File: src/rtl/mem_word_initiator.sv
// Word-to-byte initiator: splits word read/write commands into little-endian byte
// transactions on a request/ack memory bus and returns one response per command.
module mem_word_initiator #(
  parameter int unsigned ADDR_W  = 10,
  parameter int unsigned BYTES   = 4,
  parameter int unsigned TIMEOUT = 255
) (
  input  logic                 clk,
  input  logic                 rst_n,
  input  logic                 cmd_valid,
  output logic                 cmd_ready,
  input  logic                 cmd_write,
  input  logic [ADDR_W-1:0]    cmd_addr,
  input  logic [8*BYTES-1:0]   cmd_wdata,
  output logic                 rsp_valid,
  input  logic                 rsp_ready,
  output logic [8*BYTES-1:0]   rsp_rdata,
  output logic                 rsp_err,
  output logic                 mem_req,
  output logic                 mem_we,
  output logic [ADDR_W-1:0]    mem_addr,
  output logic [7:0]           mem_wdata,
  input  logic                 mem_ack,
  input  logic [7:0]           mem_rdata
);

  localparam int unsigned IdxW = $clog2(BYTES) + 1;
  localparam int unsigned CntW = $clog2(TIMEOUT + 1);

  localparam logic [1:0] StIdle = 2'd0;
  localparam logic [1:0] StXfer = 2'd1;
  localparam logic [1:0] StResp = 2'd2;

  logic [1:0]         state_q, state_d;
  logic [IdxW-1:0]    idx_q, idx_d;
  logic [CntW-1:0]    tcnt_q, tcnt_d;
  logic               write_q, write_d;
  logic [ADDR_W-1:0]  addr_q, addr_d;
  logic [8*BYTES-1:0] wdata_q, wdata_d;
  logic [8*BYTES-1:0] rdata_q, rdata_d;
  logic               err_q, err_d;

  always_comb begin
    state_d = state_q;
    idx_d   = idx_q;
    tcnt_d  = tcnt_q;
    write_d = write_q;
    addr_d  = addr_q;
    wdata_d = wdata_q;
    rdata_d = rdata_q;
    err_d   = err_q;
    unique case (state_q)
      StIdle: begin
        if (cmd_valid) begin
          state_d = StXfer;
          write_d = cmd_write;
          addr_d  = cmd_addr;
          wdata_d = cmd_wdata;
          idx_d   = '0;
          tcnt_d  = '0;
          rdata_d = '0;
          err_d   = 1'b0;
        end
      end
      StXfer: begin
        if (mem_ack) begin
          if (!write_q) begin
            for (int unsigned i = 0; i < BYTES; i++) begin
              if (idx_q == IdxW'(i)) rdata_d[8*i +: 8] = mem_rdata;
            end
          end
          tcnt_d  = '0;
          // wdata_q is a shift register: the current byte is always in [7:0]
          wdata_d = wdata_q >> 8;
          if (idx_q == IdxW'(BYTES - 1)) begin
            state_d = StResp;
          end else begin
            idx_d  = idx_q + IdxW'(1);
            addr_d = addr_q + ADDR_W'(1);
          end
        end else if (tcnt_q == CntW'(TIMEOUT - 1)) begin
          err_d   = 1'b1;
          state_d = StResp;
        end else begin
          tcnt_d = tcnt_q + CntW'(1);
        end
      end
      StResp: begin
        if (rsp_ready) begin
          state_d = StIdle;
          err_d   = 1'b0;
        end
      end
      default: state_d = StIdle;
    endcase
  end

  always_ff @(posedge clk or negedge rst_n) begin
    if (!rst_n) begin
      state_q <= StIdle;
      idx_q   <= '0;
      tcnt_q  <= '0;
      write_q <= 1'b0;
      addr_q  <= '0;
      wdata_q <= '0;
      rdata_q <= '0;
      err_q   <= 1'b0;
    end else begin
      state_q <= state_d;
      idx_q   <= idx_d;
      tcnt_q  <= tcnt_d;
      write_q <= write_d;
      addr_q  <= addr_d;
      wdata_q <= wdata_d;
      rdata_q <= rdata_d;
      err_q   <= err_d;
    end
  end

  always_comb begin
    cmd_ready = (state_q == StIdle);
    rsp_valid = (state_q == StResp);
    rsp_rdata = rdata_q;
    rsp_err   = err_q;
    mem_req   = (state_q == StXfer);
    mem_we    = mem_req & write_q;
    mem_addr  = mem_req ? addr_q : '0;
    mem_wdata = mem_req ? wdata_q[7:0] : 8'h00;
  end

endmodule

File: config.mk
export PLATFORM = sky130hd
export DESIGN_NAME = mem_word_initiator
export DESIGN_NICKNAME = d
export VERILOG_FILES = /design/src/rtl/mem_word_initiator.sv
export SDC_FILE = /design/constraint.sdc
export NUM_CORES = 1
export LEC_CHECK = 0
export ABC_AREA = 1
export CORE_MARGIN = 4
export CORE_UTILIZATION = 46
export CTS_BUF_LIST = sky130_fd_sc_hd__clkbuf_4
export DETAILED_ROUTE_END_ITERATION = 6
export PLACE_DENSITY = 0.79
export RECOVER_POWER = 25
export SYNTH_ARGS = -nofsm -noshare
export SYNTH_HDL_FRONTEND = slang
export SYNTH_SLANG_ARGS = --single-unit
File: constraint.sdc
create_clock -name clk -period 1.5 [get_ports clk]
set_input_delay 0.3 -clock clk [delete_from_list [all_inputs] [get_ports clk]]
set_output_delay 0.3 -clock clk [all_outputs]
set_load 0.01 [all_outputs]
==> flow_metrics.tcl, run 1 <==
set metrics [dict create \
    setup_viol 110 \
    initial_core_util 0.477 \
    skew_ns 0.0261 \
    ir_drop_uv 1110 \
    first_iter_violations 334 \
    route.detailed.drc 0 \
    power_density_nw_per_um2 2080 \
    cts_max_level 3 \
    grt_max_degree 40 \
    worst_ep_required_time_ns 1.20 \
    rr_worst_depth 9 \
    crit_chain "buf_6 -> nor2_4 -> buf_6 -> nand2_2 -> inv_2 -> buf_6" \
    path_common_cell "buf_6" \
    grt.total_usage 0.239 \
    antenna_cells 0 \
    drv_slew 0 \
    core_um2 9280 \
    syn_inst 550 \
    ys_seq_area_frac 0.503 \
    timing.fmax_mhz 538 \
    clk_pin_slew_ns 0.18 \
    cts_tree "done" \
    path_max_fanout 3 \
    numCtsBuffers 9 \
    rsz0062_at_grt "yes" \
    violations "setup timing" \
    cp-end-kind "primary output" \
    crit_family "flip-flops" \
    hold_viol_final 0 \
    synth-edff-count 0 \
    routed_wl_um 14300 \
    ios 111 \
    max_stage_delay_ns 0.47 \
    die_x_um 106 \
    gr-total-overflow 0 \
    crit_buf_inv 4 \
    synth.avg_cell_area_um2 8.04 \
    die_y_um 106 \
    cp_slowest_cell "dfrtp_2" \
    dieArea_um2 11300 \
    maxSlewHeadroom 0.547 \
    fin_nets 798 \
    cts-root-buf "clkbuf_4" \
    holdCritPathClass "input port to async pin" \
    place.gp.congestion 0.865 \
    ys.flop_type "dfrtp_1" \
    p_leak_uw 0.00332 \
    ant_nets 0 \
    rows 35 \
    yosys_warnings 0 \
    path_depth 6 \
    syn_to_final_growth_pct 52.8 \
    holdWs_ns 0.365 \
    port_buffers 110 \
    drive_gt1_frac 0.273 \
    worstMarginPinSlew_ns 0.680 \
    vias_per_cell 5.23 \
    clk_latency_ns 0.47 \
    finalCritPeriodShare 1.24 \
    fin_crit_ns 1.86 \
    cp.arrival_ns 1.56 \
    drv_cap 0 \
    finalSetupTns_ns -29.28 \
    setup_ws_ns -0.357 \
    synthDistinctLibCells 28 \
    synth_nets 614 \
    grt_pass1_wl_um 21500 \
    wire_per_inst_um 16.4 \
    synthArstFlopShare 1.00 \
    grt_pass1_vias 4384 \
    antenna_found_initial 0 \
    netlist_area_um2 4420 \
    drt_pre_antenna_iters 6 \
    status "finished with violations" \
    worst-setup-path-type "register to primary output" \
    start_kind "register" \
    cts.path.max_buffers 2 \
    synth-seq-cells 89 \
    dp_hpwl_um 8100 \
    clock_sinks 89 \
    vias 4542 \
    crit_path_start "state_q[1]" \
    r2r_start "state_q[1]" \
]
==> cells in the final DEF, fill, tap and decap left out, types with 2 or more instances in the layout <==
master and n:
nand2_1 135, dfrtp_1 87, inv_1 66, o21ai_0 58, clkdlybuf4s50_1 54, buf_4 52, buf_6 27, o21ai_1 26
nor2_1 25, nand3_1 24, o211ai_1 24, nor2_4 19, clkbuf_2 17, clkdlybuf4s15_1 17, nand2_2 14, clkbuf_4 10
buf_2 9, inv_2 7, ha_1 7, nand2_4 6, buf_12 6, nor2_2 5, o21ai_2 4, nor3_1 4
inv_8 3, buf_16 3, nand4_1 2, a31oi_1 2, xor2_1 2, clkinv_4 2, bufbuf_16 2, dfrtp_2 2
==> worst paths after layout <==
kind	endpoint	slack, ns
setup / recovery	mem_we	-0.36
hold / removal	rsp_rdata[9]	0.37
setup reg to reg	wdata_q[26]	-0.35
hold reg to reg	rsp_rdata[12]	0.51
max in group asynchronous	tcnt_q[0]	0.23
min in group clk	wdata_q[25]	0.38
==> cell type report <==
class                      count  area [um^2]
clock buffer                   9         67.6
clock inverter                 7         97.6
fill                         673         2520
inverter                      73          274
multi-input combinational    370         2070
sequential                    89         2230
tap                          129          161
timing repair buffer         191         1860
==> per-stage QoR <==
stage / util / power (uW) / area [um^2] / setup slack [ns] / cells
5_1_grt: 0.728 / 15000 / 6760 / -0.429 / 868
2_1_floorplan: - / 7410 / 4420 / 0.0371 / 550
4_1_cts: 0.694 / 12800 / 6440 / -0.313 / 845
3_5_place_dp: 0.636 / 10100 / 5900 / -0.270 / 801
6_report: 0.728 / 14100 / 6760 / -0.357 / 868
3_3_place_gp: 0.636 / 9900 / 5900 / -0.211 / 801
==> layer usage <==
metal | GRT usage | wire length (um)
met1 | 0.301 | 5530
met2 | 0.413 | 7410
met3 | 0.0625 | 1000
met4 | 0.0555 | 311
met5 | 0 | 0
==> where the power goes <==
part | internal [uW] | leakage (uW) | switching, uW
clock | 563 | 0.0000888 | 996
combinational | 3950 | 0.00210 | 4660
sequential | 3360 | 0.00113 | 527
total | 7870 | 0.00332 | 6190
==> synth_stat cells (3+ instances only) <==
cell type	instances	area [um^2]
nand2_2	7	43.8
dfrtp_1	89	2230
nor2_1	42	158
buf_4	3	22.5
o211ai_1	24	180
o21ai_0	84	420
o21ai_1	3	15.0
clkbuf_1	3	11.3
ha_1	8	100
buf_2	15	75.1
nand2_1	146	548
inv_2	4	15.0
inv_1	69	259
buf_6	4	45.0
nor3_1	4	20.0
nand3_1	26	130
==> timing repair <==
action	4_1_cts	5_1_grt
hold buffers	1	0
setup buffers	19	21
pin swaps	10	22
setup endpoints to repair	142	144
cloned	8	4
gates resized for setup	186	114
endpoints found under the hold margin	25	0
==> state kept, by name, summed over array words and instances (netlist names) <==
register,cells
rsp_rdata,32
rsp_err,1
write_q,1
addr_q,10
state_q,2
wdata_q,32
idx_q,3
tcnt_q,8
==> cells by family after synthesis <==
logic type	share of synthesized area
mux	0.00255
simple gates	0.215
compound gates	0.155
buf+inv	0.0967
xor+xnor	0.00396
fa+ha+maj	0.0226
flops	0.503
No activity file was read; power rests on OpenSTA's default activity.
==> run 2: changes to the inputs <==
--- a/config.mk
+++ b/config.mk
@@ -7,5 +7,4 @@
 export LEC_CHECK = 0
 export ABC_AREA = 1
-export CORE_MARGIN = 4
 export CORE_UTILIZATION = 46
 export CTS_BUF_LIST = sky130_fd_sc_hd__clkbuf_4
==> constraint.sdc (replaced) <==
create_clock -name clk -period 1.5 [get_ports clk]
set_input_delay 0.225 -clock clk [delete_from_list [all_inputs] [get_ports clk]]
set_output_delay 0.225 -clock clk [all_outputs]
set_load 0.01 [all_outputs]
==> run 2 against run 1 <==
  * Critical path type is now register to register
  * Final cell count rose by 2.1%
  * Register-to-register slack worse by 0.06 ns
  * Global-route usage grew 9.0 points
  * Die area fell by 11%
  * Flip-flop and latch count unchanged
  * Wire length grew 34%
  * The run still ends with setup timing left
  * Clock-buffer cell count unchanged
  * Sequential power grew 4%
  * Total power grew 25%
  * Clock power is 8% lower
  * Sequential share of layout area shrank 4.3 points
==> flow_metrics.tcl, run 2 (same netlist as run 1, synthesis figures left out) <==
set metrics [dict create \
    cts-root-buf "clkbuf_4" \
    antenna_found_initial 0 \
    rr_endpoint "wdata_q[19]" \
    port_buffers 110 \
    rr_worst_depth 10 \
    finalCritPeriodShare 1.27 \
    fin_area_um2 7770 \
    dp_hpwl_um 7850 \
    holdCritPathClass "input port to register" \
    worstMarginPinSlew_ns 1.02 \
    finalSetupTns_ns -28.01 \
    routed_wl_um 19000 \
    setup_ws_ns -0.405 \
    route.detailed.drc 0 \
    cp-end-kind "register" \
    die_x_um 100 \
    first_iter_violations 549 \
    timing.fmax_mhz 525 \
    r2r_setup_slack_ns -0.41 \
    drv_slew 0 \
    status "finished with violations" \
    cp.arrival_ns 2.25 \
    dieArea_um2 10000 \
    syn_to_final_growth_pct 75.7 \
    clock_sinks 89 \
    multi_input_area_um2 2550 \
    rsz0062_at_grt "yes" \
    grt.total_usage 0.328 \
    r2r_start "state_q[1]" \
    register_area_um2 2230 \
    ir_drop_uv 1200 \
    fin_nets 816 \
    die_y_um 100 \
    crit_path_start "state_q[1]" \
    final_cell_mix "nand2_1, dfrtp_1, inv_1" \
    start_kind "register" \
    antenna_cells 0 \
    hold_depth 3 \
    drt_pre_antenna_iters 6 \
    whs_endpoint "addr_q[1]" \
    grt_pass1_wl_um 25200 \
    vias_per_cell 5.96 \
    p_leak_uw 0.00377 \
    cts_max_level 3 \
    drive_gt1_frac 0.366 \
    worst_ep_required_time_ns 1.84 \
    clk_pin_slew_ns 0.20 \
    setup_viol 110 \
    min-delay-start "cmd_addr[1]" \
    initial_core_util 0.477 \
    fill_cells 450 \
    grt_pass1_vias 5108 \
    wire_per_inst_um 21.5 \
    holdWs_ns 0.330 \
    final_common_cell "nand2_1" \
    gr-total-overflow 0 \
    vias 5282 \
    ant_nets 0 \
    violations "setup timing" \
    cts_tree "done" \
    core_um2 9280 \
    ios 111 \
    path_max_fanout 12 \
    drv_cap 0 \
    cts.path.max_buffers 2 \
    maxSlewHeadroom 0.321 \
    clk_latency_ns 0.48 \
    grt_max_degree 38 \
    worst-setup-path-type "register to register" \
    skew_ns 0.0331 \
    rows 35 \
    placed_area_um2 5870 \
    hold_viol_final 0 \
    fin_crit_ns 1.91 \
    numCtsBuffers 9 \
    power_density_nw_per_um2 2270 \
    place.gp.congestion 0.864 \
]
run 2: worst max-delay path by stage:
stage	cells past startpoint	endpoint	slack [ns]
after global placement	5	mem_wdata[7]	-0.11
after detailed placement	6	rsp_rdata[29]	-0.18
after CTS	10	wdata_q[19]	-0.23
after floorplan	9	addr_q[8]	0.04
after global routing	10	wdata_q[19]	-0.45
final	10	wdata_q[19]	-0.41
run 2: metrics by stage:
step	std cells	setup slack, ns	util	total power [uW]
finish	886	-0.405	0.837	17600
global route	886	-0.446	0.837	18300
CTS	873	-0.227	0.779	15100
detailed placement	800	-0.184	0.632	10000
global placement	800	-0.110	0.632	9780
floorplan	550	0.0371	-	7410
run 2: per-layer routing:
metal  up-vias  global-route usage  wire [um]
li1       2193                   -          -
met3       152              0.0634       1700
met2       431               0.576       9400
met1      2506               0.378       6440
met5         -                   0          0
met4         0               0.183       1490
run 2: critical path, stage by stage, from the launching register on:
cell and delay (ns):
dfrtp_1 0.46, buf_6 0.13, nor2_4 0.04, buf_6 0.12, buf_8 0.13, buf_12 0.12, buf_12 0.13, buf_8 0.13
buf_16 0.14, o211ai_1 0.25, o21ai_1 0.15
run 2: area by class of cell:
class                      instances  share of cell area
clock buffer                       9             0.00869
tap                              129              0.0208
sequential                        89               0.287
multi-input combinational        368               0.328
clock inverter                     7             0.00934
timing repair buffer             211               0.311
inverter                          73              0.0353
run 2: power by group:
part | internal, uW | switching [uW] | total (uW)
logic | 5790 | 6340 | 12100
registers | 3360 | 681 | 4040
clock network | 390 | 1040 | 1430
total | 9540 | 8060 | 17600
run 2: repair_timing:
item | CTS | global route
cloned | 18 | 4
buffers inserted | 40 | 12
hold buffers | 1 | 0
gates resized for setup | 334 | 110
setup endpoints to repair | 131 | 111
hold endpoints to repair | 32 | 0
pin swaps | 34 | 39
==> run 3: changes to the inputs <==
GPL_TIMING_DRIVEN = 0   (was unset)
PLACE_DENSITY = unset   (was 0.79)
PLACE_DENSITY_LB_ADDON = 0.05   (was unset)
==> run 3 against run 2 <==
  * The flow still finishes with violations (setup timing)
  * Clock skew fell by 0.0048 ns
  * Worst hold slack lost 0.22 ns
  * Final cell count fell by 4.1%
  * Wire length down 33%
  * Final area is 13% lower
  * Global-route usage down 8.5 points
  * Maximum frequency up 5.1%
  * First-iteration DRC count is 60% lower
  * Combinational power down 27%
  * Die area is the same
  * Sequential power shrank 4%
  * Critical path type is now register to primary output
  * Largest cell class is now flip-flops and latches
  * Highest routed layer unchanged
==> flow_metrics.tcl, run 3 (same netlist as run 1, synthesis figures left out) <==
set metrics [dict create \
    gr-total-overflow 0 \
    port_buffers 108 \
    p_int_uw 8210 \
    clk_latency_ns 0.46 \
    routed.top_layer "met4" \
    ir_drop_uv 1110 \
    seqPwrFrac 0.272 \
    start_kind "register" \
    ant_nets 0 \
    m1WireLength_um 5600 \
    core_um2 9280 \
    vias_per_cell 5.05 \
    drv_cap 0 \
    dr_wl_met2_um 6260 \
    final_common_cell "nand2_1" \
    dp_hpwl_um 7920 \
    rr_worst_depth 12 \
    setup_ws_ns -0.314 \
    worst-setup-path-type "register to primary output" \
    multi_input_area_um2 2100 \
    pwr-share-comb 0.617 \
    clk_pin_slew_ns 0.16 \
    cts-root-buf "clkbuf_4" \
    wl_met3_um 708 \
    r2r_setup_slack_ns -0.20 \
    p_leak_uw 0.00335 \
    routed_wl_um 12800 \
    drive_gt1_frac 0.255 \
    syn_to_final_growth_pct 53.6 \
    holdCritPathClass "input port to register" \
    ios 111 \
    fill_cells 707 \
    clock_sinks 89 \
    crit_path_end "mem_addr[6]" \
    clkPwrFrac 0.111 \
    rsz0062_at_grt "yes" \
    worst_ep_required_time_ns 1.27 \
    grt_max_degree 53 \
    first_iter_violations 219 \
    hold_viol_final 0 \
    status "finished with violations" \
    drt_pre_antenna_iters 4 \
    final_cell_mix "nand2_1, dfrtp_1, inv_1" \
    timing.fmax_mhz 551 \
    dieArea_um2 10000 \
    vias 4295 \
    cp.arrival_ns 1.59 \
    power_density_nw_per_um2 2100 \
    fin_crit_ns 1.81 \
    cts.path.max_buffers 2 \
    antenna_cells 0 \
    route.detailed.drc 0 \
    placed_area_um2 5690 \
    fin_nets 780 \
    switching_share 0.424 \
    p_switching_uw 6050 \
    grt_pass1_wl_um 19200 \
    rr_endpoint "addr_q[9]" \
    die_x_um 100 \
    grt.total_usage 0.244 \
    wire_per_inst_um 15.0 \
    antenna_found_initial 0 \
    worstMarginPinSlew_ns 1.03 \
    cts_tree "done" \
    r2r_start "state_q[1]" \
    register_area_um2 2230 \
    path_max_fanout 4 \
    violations "setup timing" \
    maxSlewHeadroom 0.311 \
    setup_viol 105 \
    drv_slew 0 \
    finalPower_uw 14300 \
    die_y_um 100 \
    initial_core_util 0.477 \
    hold_depth 3 \
    cts_max_level 3 \
    numCtsBuffers 9 \
    finalSetupTns_ns -13.13 \
    fin_area_um2 6800 \
    finalCritPeriodShare 1.21 \
    cp-end-kind "primary output" \
    skew_ns 0.0283 \
    crit_path_start "state_q[1]" \
    place.gp.congestion 0.852 \
    rows 35 \
    grt_pass1_vias 4074 \
]
run 3: cell count changes in the layout (fill, tap and decap cells not counted), moves of 9 or more:
cell,previous run,this run
buf_6,30,39
nand2_4,22,5
buf_4,50,24
buf_12,18,5
o21ai_2,25,6
o21ai_0,9,46
nand2_1,98,125
o21ai_1,51,36
buf_16,11,1
run 3: per-stage QoR:
step | hold slack, ns | instances | utilization | worst slack (ns)
2_1_floorplan | -0.0706 | 550 | - | 0.0371
3_3_place_gp | 0.467 | 787 | 0.610 | -3.08
3_5_place_dp | 0.237 | 788 | 0.613 | -0.537
4_1_cts | 0.105 | 828 | 0.672 | -0.289
5_1_grt | 0.141 | 850 | 0.732 | -0.350
6_report | 0.109 | 850 | 0.732 | -0.314
run 3: final cells by class:
cell class,count,share of cell area
Sequential cell,89,0.328
Multi-Input combinational cell,365,0.309
Tap cell,129,0.0238
Buffer,24,0.0449
Clock inverter,7,0.0145
Clock buffer,9,0.00994
Inverter,73,0.0407
Timing Repair Buffer,154,0.229
run 3: worst max-delay path: stages (launching register included):
cell	delay [ns]
dfrtp_1	0.44
buf_6	0.14
nor2_4	0.13
buf_6	0.14
buf_8	0.11
nand2_4	0.04
inv_2	0.05
buf_6	0.09
run 3: what timing repair did:
action,CTS,global route
setup endpoints to repair,133,108
setup buffers,20,16
resized for setup,216,119
hold buffers,1,0
pin swaps,15,18
gates cloned,3,8
hold endpoints to repair,37,0
run 3: power groups by stage:
stage                     Clock, uW  Combinational [uW]  Sequential [uW]
after floorplan                   0                3450             3970
after global placement            0                5800             3880
after detailed placement          0                5910             3910
after CTS                      1590                6900             3850
after global routing           1670                9540             3980
final                          1580                8790             3880
run 3: layer usage:
layer,track usage,vias to the layer above
met1,0.321,2041
met4,0.0903,0
met3,0.0299,18
met2,0.415,128
li1,-,2108
met5,0,-
run 3: how the worst min path moves through the flow:
stage	startpoint	endpoint	slack, ns
6_report	cmd_valid	wdata_q[24]	0.11
5_1_grt	cmd_valid	wdata_q[24]	0.14
4_1_cts	cmd_valid	wdata_q[24]	0.11
3_5_place_dp	rst_n	wdata_q[6]	0.24
3_3_place_gp	rsp_rdata[8]	rsp_rdata[8]	0.47
2_1_floorplan	rst_n	addr_q[0]	-0.07
